==> src/rtl/int4_mac_acc_ctrl_if.sv <==
// Handshake bundle between the accumulation controller, the INT4 MAC
// datapath and the downstream consumer of finished dot products.
// The master side is the controller; the slave side is the environment
// (MAC operand source, MAC datapath and result sink).
interface int4_mac_acc_ctrl_if #(
  parameter int ACC_W = 24
);
  logic             in_valid;
  logic             in_ready;
  logic             mac_en;
  logic [ACC_W-1:0] mac_sum;
  logic [ACC_W-1:0] acc_out;
  logic             out_valid;
  logic             out_ready;
  logic [ACC_W-1:0] out_data;

  modport master (
    input  in_valid,
    output in_ready,
    output mac_en,
    input  mac_sum,
    output acc_out,
    output out_valid,
    input  out_ready,
    output out_data
  );

  modport slave (
    output in_valid,
    input  in_ready,
    input  mac_en,
    output mac_sum,
    input  acc_out,
    input  out_valid,
    output out_ready,
    input  out_data
  );
endinterface

==> src/rtl/int4_mac_acc_ctrl.sv <==
// Sequencer and running-sum register wrapped around the combinational
// INT4 MAC. The partial sum lives here: it feeds the MAC from acc_out and
// takes mac_sum back on every accepted operand beat. After len beats the
// final sum is held on a valid/ready result port. All outputs are flops,
// so there is no combinational path from any input to any output.
module int4_mac_acc_ctrl #(
  parameter int ACC_W = 24,
  parameter int LEN_W = 8
) (
  input  logic             clk,
  input  logic             rst_n,
  input  logic             start,
  input  logic [LEN_W-1:0] len,
  input  logic             clear,
  int4_mac_acc_ctrl_if.master bus,
  output logic [LEN_W-1:0] beat_cnt,
  output logic             busy
);

  typedef enum logic [1:0] {
    ST_IDLE  = 2'd0,
    ST_ACCUM = 2'd1,
    ST_DONE  = 2'd2
  } state_t;

  state_t             state_q, state_d;
  logic [LEN_W-1:0]   len_q, len_d;
  logic [ACC_W-1:0]   acc_q, acc_d;
  logic [LEN_W-1:0]   cnt_q, cnt_d;
  logic [ACC_W-1:0]   out_data_q, out_data_d;
  logic               in_ready_q, in_ready_d;
  logic               out_valid_q, out_valid_d;
  logic               busy_q, busy_d;

  logic               beat_accept;
  logic               last_beat;

  assign beat_accept = bus.in_valid && in_ready_q;
  // len_q is never zero while in ACCUM, so len_q-1 cannot underflow there.
  assign last_beat   = (cnt_q == (len_q - LEN_W'(1)));

  // Next-state and datapath register update; clear overrides everything.
  always_comb begin
    state_d    = state_q;
    len_d      = len_q;
    acc_d      = acc_q;
    cnt_d      = cnt_q;
    out_data_d = out_data_q;
    if (clear) begin
      state_d    = ST_IDLE;
      acc_d      = {ACC_W{1'b0}};
      cnt_d      = {LEN_W{1'b0}};
      out_data_d = {ACC_W{1'b0}};
    end else begin
      case (state_q)
        ST_IDLE: begin
          if (start) begin
            if (len != {LEN_W{1'b0}}) begin
              len_d   = len;
              acc_d   = {ACC_W{1'b0}};
              cnt_d   = {LEN_W{1'b0}};
              state_d = ST_ACCUM;
            end else begin
              out_data_d = {ACC_W{1'b0}};
              state_d    = ST_DONE;
            end
          end else begin
            state_d = ST_IDLE;
          end
        end
        ST_ACCUM: begin
          if (beat_accept) begin
            acc_d = bus.mac_sum;
            cnt_d = cnt_q + LEN_W'(1);
            if (last_beat) begin
              out_data_d = bus.mac_sum;
              state_d    = ST_DONE;
            end else begin
              state_d = ST_ACCUM;
            end
          end else begin
            state_d = ST_ACCUM;
          end
        end
        ST_DONE: begin
          if (bus.out_ready) begin
            state_d = ST_IDLE;
          end else begin
            state_d = ST_DONE;
          end
        end
        default: begin
          state_d = ST_IDLE;
        end
      endcase
    end
  end

  // Status flags are decoded from the next state so they can be registered.
  always_comb begin
    in_ready_d  = 1'b0;
    out_valid_d = 1'b0;
    busy_d      = 1'b0;
    case (state_d)
      ST_ACCUM: begin
        in_ready_d = 1'b1;
        busy_d     = 1'b1;
      end
      ST_DONE: begin
        out_valid_d = 1'b1;
        busy_d      = 1'b1;
      end
      default: begin
        in_ready_d  = 1'b0;
        out_valid_d = 1'b0;
        busy_d      = 1'b0;
      end
    endcase
  end

  // FSM state, running sum, counters and registered outputs.
  always_ff @(posedge clk or negedge rst_n) begin
    if (!rst_n) begin
      state_q     <= ST_IDLE;
      len_q       <= {LEN_W{1'b0}};
      acc_q       <= {ACC_W{1'b0}};
      cnt_q       <= {LEN_W{1'b0}};
      out_data_q  <= {ACC_W{1'b0}};
      in_ready_q  <= 1'b0;
      out_valid_q <= 1'b0;
      busy_q      <= 1'b0;
    end else begin
      state_q     <= state_d;
      len_q       <= len_d;
      acc_q       <= acc_d;
      cnt_q       <= cnt_d;
      out_data_q  <= out_data_d;
      in_ready_q  <= in_ready_d;
      out_valid_q <= out_valid_d;
      busy_q      <= busy_d;
    end
  end

  assign bus.in_ready  = in_ready_q;
  assign bus.mac_en    = in_ready_q;
  assign bus.acc_out   = acc_q;
  assign bus.out_valid = out_valid_q;
  assign bus.out_data  = out_data_q;
  assign beat_cnt      = cnt_q;
  assign busy          = busy_q;

endmodule

==> src/flat_wrapper.sv <==
// flat-port wrapper written by rule: the top's interface ports become plain ports
module int4_mac_acc_ctrl_flat 
#(
  parameter int ACC_W = 24,
  parameter int LEN_W = 8
)
  (clk, rst_n, start, len, clear, beat_cnt, busy, bus_in_valid, bus_in_ready, bus_mac_en, bus_mac_sum, bus_acc_out, bus_out_valid, bus_out_ready, bus_out_data);
  int4_mac_acc_ctrl_if #(.ACC_W(ACC_W)) bus_i ();
  input  logic clk;
  input  logic rst_n;
  input  logic start;
  input  logic [LEN_W-1:0] len;
  input  logic clear;
  output logic [LEN_W-1:0] beat_cnt;
  output logic busy;
  input wire logic [$bits(bus_i.in_valid)-1:0] bus_in_valid;
  output wire logic [$bits(bus_i.in_ready)-1:0] bus_in_ready;
  output wire logic [$bits(bus_i.mac_en)-1:0] bus_mac_en;
  input wire logic [$bits(bus_i.mac_sum)-1:0] bus_mac_sum;
  output wire logic [$bits(bus_i.acc_out)-1:0] bus_acc_out;
  output wire logic [$bits(bus_i.out_valid)-1:0] bus_out_valid;
  input wire logic [$bits(bus_i.out_ready)-1:0] bus_out_ready;
  output wire logic [$bits(bus_i.out_data)-1:0] bus_out_data;
  assign bus_i.in_valid = bus_in_valid;
  assign bus_in_ready = bus_i.in_ready;
  assign bus_mac_en = bus_i.mac_en;
  assign bus_i.mac_sum = bus_mac_sum;
  assign bus_acc_out = bus_i.acc_out;
  assign bus_out_valid = bus_i.out_valid;
  assign bus_i.out_ready = bus_out_ready;
  assign bus_out_data = bus_i.out_data;
  int4_mac_acc_ctrl #(.ACC_W(ACC_W), .LEN_W(LEN_W)) u_core (.clk(clk), .rst_n(rst_n), .start(start), .len(len), .clear(clear), .bus(bus_i), .beat_cnt(beat_cnt), .busy(busy));
endmodule
==> config.mk <==
export PLATFORM = sky130hd
export DESIGN_NAME = int4_mac_acc_ctrl_flat
export DESIGN_NICKNAME = d
export VERILOG_FILES = /design/src/rtl/int4_mac_acc_ctrl_if.sv /design/src/rtl/int4_mac_acc_ctrl.sv /design/src/flat_wrapper.sv
export SDC_FILE = /design/constraint.sdc
export NUM_CORES = 1
export LEC_CHECK = 0
export ABC_AREA = 1
export BUFFER_PORTS_ARGS = -buffer_cell sky130_fd_sc_hd__buf_2
export CAP_MARGIN = 20
export CELL_PAD_IN_SITES_DETAIL_PLACEMENT = 0
export CELL_PAD_IN_SITES_GLOBAL_PLACEMENT = 1
export CORE_ASPECT_RATIO = 0.5
export CORE_MARGIN = 1.5
export CORE_UTILIZATION = 40
export DETAILED_ROUTE_END_ITERATION = 8
export PLACE_DENSITY = 0.81
export SKIP_CTS_REPAIR_TIMING = 1
export SYNTH_ARGS = -nofsm -noshare
export SYNTH_HDL_FRONTEND = slang
export SYNTH_SLANG_ARGS = --single-unit
==> constraint.sdc <==
create_clock -name clk -period 4.7 [get_ports clk]
set_input_delay 0.235 -clock clk [delete_from_list [all_inputs] [get_ports clk]]
set_output_delay 0.235 -clock clk [all_outputs]
set_load 0.1 [all_outputs]
Word-level counts from Yosys, hierarchy flattened
Index checks and enable logic that the tools add are counted.
- memory bits (read-only): 0
- logic and storage cells: 55
- memories kept: 0
- latch bits: 0
- input port bits: 38
- register bits after elaboration: 69
- bits in writable memories: 0
- output and inout bits: 60
- multipliers: 0
- order comparisons: 0
- reductions and logical operators: 8
- equality and inequality tests: 10
- bitwise operators: 1
- divide/modulo/power cells: 0
- shift operators: 0
- multiplexer cells: 26
- add/subtract/negate cells: 2
- operators with widths (kind ; number):
    $mux 24 ; 9
    $pmux 24 s2 ; 2
    $mux 8 ; 4
    $pmux 8 s2 ; 1
    $mux 2 ; 6
    $ne 3x2->1 const B ; 3
    $add 8x1->8 const B ; 1
    $eq 8x8->1 ; 1
    $reduce_and 4->1 ; 2
    $reduce_bool 8->1 ; 1
    $sub 8x1->8 const B ; 1
    $ne 3x3->1 const B ; 2
    $pmux 2 s3 ; 1
    $reduce_and 5->1 ; 1
    $eq 2x1->1 const B ; 2
    $eq 2x2->1 const B ; 2
    $mux 1 ; 3
    $reduce_bool 3->1 ; 1
    $logic_not 2->1 ; 1
    $reduce_or 2->1 ; 1
    $logic_and 1x1->1 ; 1
    $not 1->1 ; 1

Longest topological paths before layout
- word-level depth: 9
- gate-level depth with buffers: 16
- mapped depth without buffers: 16

Worst setup path after synthesis
Ideal clock, no wire load.
- path type: register -> register
- start point: register u_core.cnt_q[2] (netlist: u_core.beat_cnt[2])
- end point: register u_core.busy_q (netlist: u_core.busy)
- stages on the path, launching flop included: 14
- clock period less this slack: 2.286 ns
- arrival time: 2.173 ns
- slack: 2.414 ns
- buffers on the path: 0
- required time: 4.587 ns
- library setup time: 0.113 ns
- cell sequence: dfrtp_1 -> inv_1 -> nand2_1 -> nand2_1 -> nand2_1 -> nand2_1 -> nand2_1 -> nor2_1 -> nand3_2 -> nand2_1 -> a21oi_1 -> inv_1 -> ha_1 -> inv_1
- longest elaborated chain between the ends: 8
- elaborated cells between the ends (all ways): 9
- classes of those cells: eq/ne (3); mux (5); reduce/logical (1)
- RTL lines (what ; line ; RTL):
    start, declared ; int4_mac_acc_ctrl.sv:29 ; logic [LEN_W-1:0] cnt_q, cnt_d;
    start signal, assigned ; int4_mac_acc_ctrl.sv:127 ; cnt_q <= {LEN_W{1'b0}};
    start signal, assigned ; int4_mac_acc_ctrl.sv:136 ; cnt_q <= cnt_d;
    $eq 8x8->1 * ; int4_mac_acc_ctrl.sv:40 ; assign last_beat = (cnt_q == (len_q - LEN_W'(1)));
    $mux 2 * ; int4_mac_acc_ctrl.sv:75 ; if (last_beat) begin
    $mux 2 * ; int4_mac_acc_ctrl.sv:72 ; if (beat_accept) begin
    $pmux 2 s3 * ; int4_mac_acc_ctrl.sv:55 ; case (state_q)
    $mux 2 * ; int4_mac_acc_ctrl.sv:49 ; if (clear) begin
    named net u_core.state_d[0] ; int4_mac_acc_ctrl.sv:26 ; state_t state_q, state_d;
    $eq 2x1->1 / $eq 2x2->1 (equally long branches) ; int4_mac_acc_ctrl.sv:104 ; case (state_d)
    $reduce_or 2->1 (no line) * ; - ;
    $mux 1 * ; int4_mac_acc_ctrl.sv:104 ;
    named net u_core.busy_d ; int4_mac_acc_ctrl.sv:33 ; logic busy_q, busy_d;
    end signal, assigned ; int4_mac_acc_ctrl.sv:140 ; busy_q <= busy_d;
    end, declared ; int4_mac_acc_ctrl.sv:33 ;
The timed path passes the listed nets; every way through them passes the cells marked *.
A chain may end at the register's enable or synchronous reset.

Worst setup path in the final report
- start point: register u_core.state_q[1]
- end point: register u_core.out_data_q[1] (netlist: u_core.bus.out_data[1])
- longest elaborated chain between the ends: 3
- elaborated cells between the ends (all ways): 10
- classes of those cells: eq/ne (5); mux (2); reduce/logical (3)
- RTL lines (what ; line ; RTL):
    start, declared ; int4_mac_acc_ctrl.sv:26 ;
    start signal, assigned ; int4_mac_acc_ctrl.sv:133 ; state_q <= state_d;
    $eq 2x1->1 / $logic_not 2->1 (equally long branches) ; int4_mac_acc_ctrl.sv:55 ;
    $ne 3x2->1 (no line) (tied with other cells) ; - ;
    $reduce_and 5->1 (no line) / $mux 24 (equally long branches) ; - ;
    end signal, assigned ; int4_mac_acc_ctrl.sv:128 ; out_data_q <= {ACC_W{1'b0}};
    end signal, assigned ; int4_mac_acc_ctrl.sv:137 ; out_data_q <= out_data_d;
    end, declared ; int4_mac_acc_ctrl.sv:30 ; logic [ACC_W-1:0] out_data_q, out_data_d;
Parallel ways exist; a longest one is shown, timed or not.

==> impl_metrics.py <==
metrics = {
    "clock_network": {
        "cts-htree-levels": 3,
        "clkTransAtPathRegs_ns": 0.06,
        "clockBufferDepth": 2,
        "cts_sinks": 69,
        "cts-root-buf": "clkbuf_16",
        "numCtsBuffers": 9,
        "cts_tree": "done",
        "clkLatencyLatePin_ns": 0.33,
    },
    "layout": {
        "mostFrequentLayoutCell": "nand2_1",
        "layout-drive-gt1-share_pct": 23.84,
        "syn2layout_area_growth_pct": 24.15,
        "design_area_um2": 4360,
        "fillers": 820,
        "diodes": 0,
        "mostFrequentLayoutCells": "nand2_1, buf_2, dfrtp_1",
        "fin_nets": 599,
    },
    "floorplan": {
        "core-area_um2": 8259,
        "chipHeight_um": 69.26,
        "fp.dieArea_um2": 9386,
        "io_pins": 98,
        "rows": 23,
        "dieWidth_um": 135.5,
        "start_util_pct": 42.52,
    },
    "place": {
        "post_dp_cell_area_um2": 4048,
        "pre_cts_ws_ns": 2.171,
        "dpl.hpwl_um": 6322,
        "gp_congestion": 0.7638,
        "portBuffers": 97,
    },
    "synthesis": {
        "synth_cells": 464,
        "postSynthNetCount": 506,
        "synth-seq-cells": 69,
        "ys_seq_area_share_pct": 49.16,
        "syn_avg_cell_area_um2": 7.569,
        "synth_cell_type_count": 30,
        "ys.warnings.count": 0,
        "netlist_area_um2": 3512,
    },
    "min_path": {
        "min_path_type": "in -> reg",
    },
    "setup_path": {
        "cp_top_family": "simple AND/OR/NAND/NOR gates",
        "cpMostUsedCell": "nand2_1",
        "end_kind": "register",
        "cp.arrival_ns": 2.76,
        "critPathLaunchType": "register",
        "worstPathCellList": "nor2_4, inv_2, a21oi_2, buf_4, nand2_4, nand2_1, nand2_1",
        "max_stage_delay_ns": 0.57,
        "crit_buf_inv": 2,
        "critPathKind": "reg -> reg",
        "cp_max_fo": 27,
        "cp.required_ns": 4.92,
        "cp_slowest_cell": "nor2_4",
    },
    "timing": {
        "finClkSkew_ns": 0.008316,
        "max_slew_margin_pct": 52.75,
        "max_slew.worst_pin.slew_ns": 0.7061,
        "maxSlewViolCount": 0,
        "hold_viol": 0,
        "whs_ns": 0.1313,
        "fin_setup_tns_ns": 0,
        "setup_slack_ns": 2.158,
        "grt_setup_unrepaired": "no",
        "fmax_ghz": 0.3933,
        "post-route-period-util_pct": 54.09,
        "setup_viol": 0,
        "fin_crit_ns": 2.542,
    },
    "detailed_routing": {
        "postRouteAntennaNets": 0,
        "drc": 0,
        "vias": 3161,
        "drtPass1Iterations": 6,
        "wl_um": 9020,
        "wl_per_cell_um": 13.38,
        "viasPerCell": 4.690,
        "drt-initial-drc-count": 179,
    },
    "grt": {
        "grt_pass1_wl_um": 15170,
        "grt_max_degree": 47,
        "grt_pass1_vias": 3105,
        "grt_use_total_pct": 20.58,
        "antenna_found_initial": 0,
        "overflow": 0,
    },
    "power": {
        "power.density_nw_per_um2": 412.8,
        "p_sw_w": 0.0006465,
        "sw_frac_of_total_pct": 35.92,
        "ir_drop_mv": 0.1897,
        "combPwrFrac_pct": 25.3,
        "seq_power_share_pct": 36.9,
        "p_int_w": 0.001153,
        "p_leak_nw": 2.487,
        "clkPwrFrac_pct": 37.8,
    },
    "status": {
        "status": "completed",
    },
    "run": {
        "maxCapViolCount": 0,
    },
}
cell type report:
type	instances	area [um^2]	area share, %
Inverter	31	116.4	2.669
Sequential cell	69	1727	39.60
Timing Repair Buffer	101	518.0	11.88
Multi-Input combinational cell	345	1556	35.70
Clock inverter	5	60.06	1.377
Clock buffer	11	242.7	5.567
Tap cell	112	140.1	3.214
power groups by stage:
| stage | registers (W) | logic, W | clock network [W] |
|---|---|---|---|
| after floorplan | 0.000854 | 0.000181 | 0 |
| after global placement | 0.000675 | 0.000455 | 0 |
| after detailed placement | 0.000674 | 0.000457 | 0 |
| after CTS | 0.000664 | 0.000458 | 0.000695 |
| after global routing | 0.000669 | 0.000494 | 0.000720 |
| final | 0.000664 | 0.000455 | 0.000681 |
registers in the layout, summed over array words and instances, names as in the netlist:
| name | flops |
|---|---|
| u_core.beat_cnt | 8 |
| u_core.bus.acc_out | 24 |
| u_core.bus.in_ready | 1 |
| u_core.bus.out_data | 24 |
| u_core.bus.out_valid | 1 |
| u_core.busy | 1 |
| u_core.len_q | 8 |
| u_core.state_q | 2 |
stage by stage:
| step | util [%] | instances | power [W] |
|---|---|---|---|
| global placement | 49.01 | 657 | 0.001130 |
| finish | 52.80 | 674 | 0.001800 |
| CTS | 52.67 | 673 | 0.001817 |
| global route | 52.80 | 674 | 0.001883 |
| detailed placement | 49.01 | 657 | 0.001131 |
| floorplan | - | 464 | 0.001035 |
worst reg2reg max path, cell delays in order, from the launching register on:
cell and delay [ns]:
dfrtp_1 0.42, nor2_4 0.57, inv_2 0.17, a21oi_2 0.52
buf_4 0.33, nand2_4 0.21, nand2_1 0.15, nand2_1 0.06
cells in the mapped netlist:
cell / instances / share of area (%)
nand2_1: 198 / 21
dfrtp_1: 69 / 49
nor2_1: 51 / 5.5
nand3_1: 37 / 5.3
inv_1: 26 / 2.8
o21ai_0: 11 / 1.6
buf_2: 9 / 1.3
a21oi_1: 6 / 0.86
inv_2: 5 / 0.53
buf_4: 4 / 0.86
clkbuf_1: 4 / 0.43
ha_1: 4 / 1.4
nand4_1: 4 / 0.71
nor3_1: 4 / 0.57
xnor2_1: 4 / 1.0
nor2_2: 3 / 0.53
nor2_4: 3 / 0.96
o21ai_1: 3 / 0.43
xor2_1: 3 / 0.75
buf_6: 2 / 0.64
mux2_2: 2 / 0.64
nand3_2: 2 / 0.57
nand3b_1: 2 / 0.43
o22ai_1: 2 / 0.36
a21oi_2: 1 / 0.25
nand2_2: 1 / 0.18
nand2_4: 1 / 0.32
nand3_4: 1 / 0.50
nor3b_1: 1 / 0.21
nor4_1: 1 / 0.18
cell families (layout without fill, tap and decap cells):
family,Yosys count,count (layout),synth area share [%]
DFF,69,69,49.16
muxes,2,2,0.6412
adders and majority gates,4,4,1.425
AOI/OAI and AO/OA,23,23,3.455
xor gates and xnor gates,7,7,1.746
and+or+nand+nor,309,309,37.05
buffers and inverters,50,148,6.519
final timing paths:
| path | slack (ns) | end | from | cells after the start |
|---|---|---|---|---|
| worst max-delay path | 2.16 | u_core.bus.out_data[1] | u_core.state_q[1] | 7 |
| worst max register to register | 2.16 | u_core.bus.out_data[1] | u_core.state_q[1] | 7 |
| max in group asynchronous | 3.28 | u_core.len_q[3] | rst_n | 3 |
| worst min register to register | 0.47 | u_core.bus.out_data[11] | u_core.bus.out_data[11] | 2 |
| worst min-delay path | 0.13 | u_core.len_q[4] | len[4] | 3 |
| min in group asynchronous | 0.42 | u_core.bus.out_data[14] | rst_n | 2 |
layer usage:
layer	track usage, %	routed length (um)	vias up
met1	28.11	4390	1446
met4	5.376	83	0
met3	5.629	395	7
met2	32.31	4150	66
li1	-	-	1642
met5	0	0	-
(Power assumes the default switching activity.)
